### config.mk
export PLATFORM = sky130hd
export DESIGN_NAME = pwm_pulse_capture
export DESIGN_NICKNAME = d
export VERILOG_FILES = /design/src/rtl/pwm_pulse_capture.sv
export SDC_FILE = /design/constraint.sdc
export NUM_CORES = 1
export LEC_CHECK = 0
export BUFFER_PORTS_ARGS = -buffer_cell sky130_fd_sc_hd__clkbuf_2
export CAP_MARGIN = 10
export CORE_MARGIN = 1.5
export CORE_UTILIZATION = 53
export DETAILED_ROUTE_END_ITERATION = 8
export PLACE_DENSITY = 0.71
export SKIP_CTS_REPAIR_TIMING = 1
export SYNTH_ARGS = -nofsm -noshare
export SYNTH_HDL_FRONTEND = slang
export SYNTH_SLANG_ARGS = --single-unit
### constraint.sdc
create_clock -name i_clk -period 3.62 [get_ports i_clk]
set_input_delay 0.543 -clock i_clk [delete_from_list [all_inputs] [get_ports i_clk]]
set_output_delay 0.543 -clock i_clk [all_outputs]
set_load 0.005 [all_outputs]
### src/rtl/pwm_pulse_capture.sv
`timescale 1ns/1ps
// Single-channel RC PWM capture: synchronises the pin and measures each high pulse in microseconds.
// Define PWM_GLITCH_FILTER_EN to insert a GLITCH_CYCLES stability filter ahead of edge detect.
module pwm_pulse_capture #(
    parameter int unsigned CLK_FREQ_HZ   = 100_000_000,
    parameter int unsigned MIN_PULSE_US  = 800,
    parameter int unsigned MAX_PULSE_US  = 2200,
    parameter int unsigned TIMEOUT_US    = 25000,
    parameter int unsigned GLITCH_CYCLES = 4
) (
    input  logic        i_clk,
    input  logic        i_resetn,
    input  logic        i_pwm,
    output logic [15:0] o_pwm_value,
    output logic        o_pwm_ready,
    output logic        o_pwm_valid,
    output logic        o_pwm_err
);

    localparam int unsigned TICK_DIV      = CLK_FREQ_HZ / 1_000_000;
    localparam int unsigned PRESC_W       = (TICK_DIV > 1) ? $clog2(TICK_DIV) : 1;
    localparam int unsigned CNT_W         = 16;
    localparam int unsigned SETTLE_CYCLES = 3 + GLITCH_CYCLES;
    localparam int unsigned SETTLE_W      = $clog2(SETTLE_CYCLES + 1);

    typedef enum logic [1:0] {
        WAIT_LOW,
        WAIT_RISE,
        HIGH
    } state_t;

    logic [1:0]          sync_q;
    logic                lvl;
    logic                prev_q;
    logic                rise;
    logic                fall;
    logic [PRESC_W-1:0]  presc_q;
    logic                tick;
    logic [SETTLE_W-1:0] settle_q;
    logic                settled;
    state_t              state_q;
    state_t              state_nxt;
    logic [CNT_W-1:0]    width_q;
    logic [CNT_W-1:0]    width_nxt;
    logic [CNT_W-1:0]    width_inc;
    logic [CNT_W-1:0]    timeout_q;
    logic                accept;
    logic                reject;
    logic                expire;

    // Two-flop synchroniser for the asynchronous pin
    always_ff @(posedge i_clk or negedge i_resetn) begin
        if (!i_resetn) begin
            sync_q <= 2'b00;
        end else begin
            sync_q <= {sync_q[0], i_pwm};
        end
    end

`ifdef PWM_GLITCH_FILTER_EN
    localparam int unsigned GLITCH_W = (GLITCH_CYCLES > 1) ? $clog2(GLITCH_CYCLES + 1) : 1;

    logic                filt_q;
    logic [GLITCH_W-1:0] glitch_cnt_q;

    // Level follows the synchronised pin only after it has been stable long enough
    always_ff @(posedge i_clk or negedge i_resetn) begin
        if (!i_resetn) begin
            filt_q       <= 1'b0;
            glitch_cnt_q <= '0;
        end else if (sync_q[1] == filt_q) begin
            glitch_cnt_q <= '0;
        end else if (glitch_cnt_q == GLITCH_W'(GLITCH_CYCLES - 1)) begin
            filt_q       <= sync_q[1];
            glitch_cnt_q <= '0;
        end else begin
            glitch_cnt_q <= glitch_cnt_q + GLITCH_W'(1);
        end
    end

    assign lvl = filt_q;
`else
    assign lvl = sync_q[1];
`endif

    assign rise    = lvl & ~prev_q;
    assign fall    = ~lvl & prev_q;
    assign tick    = (presc_q == PRESC_W'(TICK_DIV - 1));
    assign settled = (settle_q == SETTLE_W'(SETTLE_CYCLES));

    // Edge history, microsecond prescaler (re-phased on rise) and post-reset settle counter
    always_ff @(posedge i_clk or negedge i_resetn) begin
        if (!i_resetn) begin
            prev_q   <= 1'b0;
            presc_q  <= '0;
            settle_q <= '0;
        end else begin
            prev_q <= lvl;
            if (rise || tick) begin
                presc_q <= '0;
            end else begin
                presc_q <= presc_q + PRESC_W'(1);
            end
            if (!settled) begin
                settle_q <= settle_q + SETTLE_W'(1);
            end
        end
    end

    assign width_inc = (tick && (width_q != '1)) ? width_q + CNT_W'(1) : width_q;

    always_ff @(posedge i_clk or negedge i_resetn) begin
        if (!i_resetn) begin
            state_q <= WAIT_LOW;
            width_q <= '0;
        end else begin
            state_q <= state_nxt;
            width_q <= width_nxt;
        end
    end

    // WAIT_LOW is held until the synchroniser reflects the real pin, so a pulse already high
    // when reset releases is never mistaken for a fresh rise
    always_comb begin
        state_nxt = state_q;
        width_nxt = width_q;
        accept    = 1'b0;
        reject    = 1'b0;
        case (state_q)
            WAIT_LOW: begin
                if (settled && !lvl) begin
                    state_nxt = WAIT_RISE;
                end
            end
            WAIT_RISE: begin
                if (rise) begin
                    width_nxt = '0;
                    state_nxt = HIGH;
                end
            end
            HIGH: begin
                width_nxt = width_inc;
                if (fall) begin
                    state_nxt = WAIT_RISE;
                    if ((width_inc >= CNT_W'(MIN_PULSE_US)) && (width_inc <= CNT_W'(MAX_PULSE_US))) begin
                        accept = 1'b1;
                    end else begin
                        reject = 1'b1;
                    end
                end else if (width_inc > CNT_W'(MAX_PULSE_US)) begin
                    reject    = 1'b1;
                    state_nxt = WAIT_LOW;
                end
            end
            default: state_nxt = WAIT_LOW;
        endcase
    end

    assign expire = tick && !accept && (timeout_q == CNT_W'(TIMEOUT_US - 1));

    // Loss-of-signal counter and registered outputs; an accepted pulse beats a same-cycle expiry
    always_ff @(posedge i_clk or negedge i_resetn) begin
        if (!i_resetn) begin
            timeout_q   <= '0;
            o_pwm_value <= '0;
            o_pwm_ready <= 1'b0;
            o_pwm_valid <= 1'b0;
            o_pwm_err   <= 1'b0;
        end else begin
            o_pwm_ready <= accept;
            o_pwm_err   <= reject;
            if (accept) begin
                timeout_q <= '0;
            end else if (tick && (timeout_q != CNT_W'(TIMEOUT_US))) begin
                timeout_q <= timeout_q + CNT_W'(1);
            end
            if (accept) begin
                o_pwm_value <= width_inc;
                o_pwm_valid <= 1'b1;
            end else if (expire) begin
                o_pwm_value <= '0;
                o_pwm_valid <= 1'b0;
            end
        end
    end

endmodule
==> flow_summary.toml <==
[run_status]
status = "completed"

[yosys]
synth_area_um2 = 3631
syn_avg_cell_area_um2 = 9.407
synth_cell_type_count = 52
synth.yosys.seq_area_share_pct = 45.49
synthArstFlopShare_pct = 100.0
netlist_instances = 386
synth-main-ff-cell = "dfrtp_1"
synth_edf_count = 0
yosysWarnings = 0
synth_seq_cells = 66
synth_fp_nets = 395

[timing]
max_slew_margin_pct = 33.84
setup_viol = 0
clock-skew-final_ps = 13.28
hold_viol = 0
fin_ws_ps = 235.5
fmaxAchievable_mhz = 295.5
period_needed_ps = 3385
worst_pin_slew_ps = 988.7
min_period_over_period_pct = 93.49
rsz0062_at_grt = "no"
setup-tns-final_ps = 0
slew_violations = 0

[grt]
grtUsageMet2_pct = 34.43
grt_pass1_wl_mm = 13.13
grtUsageTotal_pct = 22.77
use_met1_pct = 31.00
antenna_found_initial = 0
grt-busiest-layer = "met2"
overflow = 0
grt_pass1_vias = 2787
grt_max_degree = 53
grt_util_met3_pct = 5.101

[cells_and_area]
multi_input_area_um2 = 1851
antenna_cells = 0
drive_gt1_share_pct = 13.41
fin_cells = 487
regArea_um2 = 1652
fillCellCount = 569
area_growth_pct = 11.10
layout.nets = 415

[cts]
htree_levels = 3
cts_tree = "yes"
clk_pin_slew_ps = 80
clockBufferDepth = 2
cts_inserted_buffers = 9
cts.sinks = 66
root_buffer = "clkbuf_8"
clk_latency_ps = 350

[place]
dp_cells = 471
dp_worst_setup_slack_ps = 294.7
dp_hpwl_mm = 5.309
gp_congestion = 0.8933
port_buffers = 21

[critical_path]
max_stage_delay_ps = 510
cp.arrival_ps = 3630
crit_fanout = 33
startpoint_type = "flop"
cp.required_ps = 3860
setup.worst_path.end_class = "flop"
cp_cell_sequence = "ha_1 -> nand4_1 -> or4_1 -> or3_1 -> a221o_1 -> or3_1 -> a2111oi_4 -> buf_12 -> and3b_1"
crit_top_cell = "or3_1"
crit_type = "reg2reg"
crit_slowest_cell = "dfrtp_1"

[route]
ant_nets = 0
drt_drc_violations_left = 0
drtPass1Iterations = 4
wl_mm = 7.515
vias_per_cell = 5.928
wl_per_cell_um = 15.43
vias = 2887
drt_iter0_drc = 119

[pwr]
p_leak_nw = 1.716
power_density_nw_per_um2 = 370.3
max-vdd-ir-drop_v = 0.0002111

[floorplan]
coreArea_um2 = 6495
die-area_um2 = 7356
row_count = 29
die_y_um = 85.77
ioPinCount = 22
start_util_pct = 55.90
die_w_um = 85.77

[hold_path]
hold_class = "in2async"

[run]
max_cap_viol_count = 0
stage by stage:
stage                     util [%]  hold WS, ps  power (W)  instance area (um^2)
after floorplan                  -        247.4  0.0008608                  3631
after global placement       58.83        340.0  0.0008958                  3821
after detailed placement     58.83        341.8  0.0008984                  3821
after CTS                    61.80        289.9   0.001513                  4014
after global routing         62.11        148.6   0.001565                  4034
final                        62.11        127.7   0.001494                  4034
cell families (layout without fill, tap and decap cells):
logic type,Yosys count,after routing,share of synthesized area (%)
xor+xnor,31,31,7.478
flops,66,66,45.49
mux,17,17,4.755
buf+inv,30,54,3.549
fa+ha+maj,6,6,2.067
compound gates,63,63,11.72
simple gates,173,173,24.95
routing by layer:
layer	share of wire, %	vias to the layer above
met4	1.8	0
met1	48	1394
li1	-	1408
met5	0	-
met2	46	71
met3	4.2	14
cells in the final DEF, fill, tap and decap left out, types with 8 or more instances in the layout:
cell type	instances
and3_1	13
xnor2_1	19
clkbuf_2	20
nor2_1	42
a21oi_1	8
clkbuf_8	9
nand4_1	8
nor3_1	11
o21ai_0	27
mux2i_1	15
xor2_1	12
nand2_1	39
dfrtp_1	66
nand3_1	22
buf_4	10
flip-flops by register name (all words and copies together), names as in the netlist:
register     cells
o_pwm_value     16
timeout_q       16
width_q         16
presc_q          7
settle_q         3
state_q          2
sync_q           2
o_pwm_err        1
o_pwm_ready      1
o_pwm_valid      1
prev_q           1
cell type report:
| class | count | area share, % |
|---|---|---|
| Tap cell | 77 | 2.388 |
| Clock inverter | 6 | 1.706 |
| Timing Repair Buffer | 33 | 5.459 |
| Multi-Input combinational cell | 290 | 45.87 |
| Sequential cell | 66 | 40.94 |
| Clock buffer | 9 | 3.071 |
| Inverter | 6 | 0.5583 |
report_power, final:
group	leakage (nW)	total [W]	internal [W]	switching (W)
Combinational	0.741	0.000105	0.0000450	0.0000603
Clock	0.0835	0.000608	0.000314	0.000294
Sequential	0.891	0.000780	0.000759	0.0000214
Total	1.72	0.00149	0.00112	0.000376
cells in the mapped netlist (all sizes together), types with 11 or more instances:
| cell type | instances | share of area (%) |
|---|---|---|
| and3 | 13 | 2.2 |
| clkbuf | 18 | 1.9 |
| xnor2 | 19 | 4.6 |
| nor2 | 42 | 4.3 |
| dfrtp | 66 | 45 |
| o21ai | 27 | 3.7 |
| nand3 | 22 | 3.0 |
| nor3 | 11 | 1.5 |
| xor2 | 12 | 2.9 |
| mux2i | 15 | 4.1 |
| nand2 | 39 | 4.0 |
worst paths after layout:
| kind | startpoint | end | slack [ps] | depth (start not counted) |
|---|---|---|---|---|
| min | i_resetn | o_pwm_value[7] | 130 | 1 |
| min reg2reg | sync_q[0] | sync_q[1] | 350 | 0 |
| max in group asynchronous | i_resetn | o_pwm_ready | 2960 | 2 |
| max | width_q[0] | o_pwm_value[14] | 240 | 9 |
| min in group i_clk | i_pwm | sync_q[0] | 310 | 1 |
| max reg2reg | width_q[0] | o_pwm_value[14] | 240 | 9 |
worst max-delay path: cells and delay by family (launching register included):
| family | cells | cell delay (ps) |
|---|---|---|
| flops | 1 | 510 |
| simple gates | 5 | 1520 |
| buf+inv | 1 | 250 |
| fa+ha+maj | 1 | 260 |
| compound gates | 2 | 720 |
Note: power is estimated with default switching activity, not from simulation.
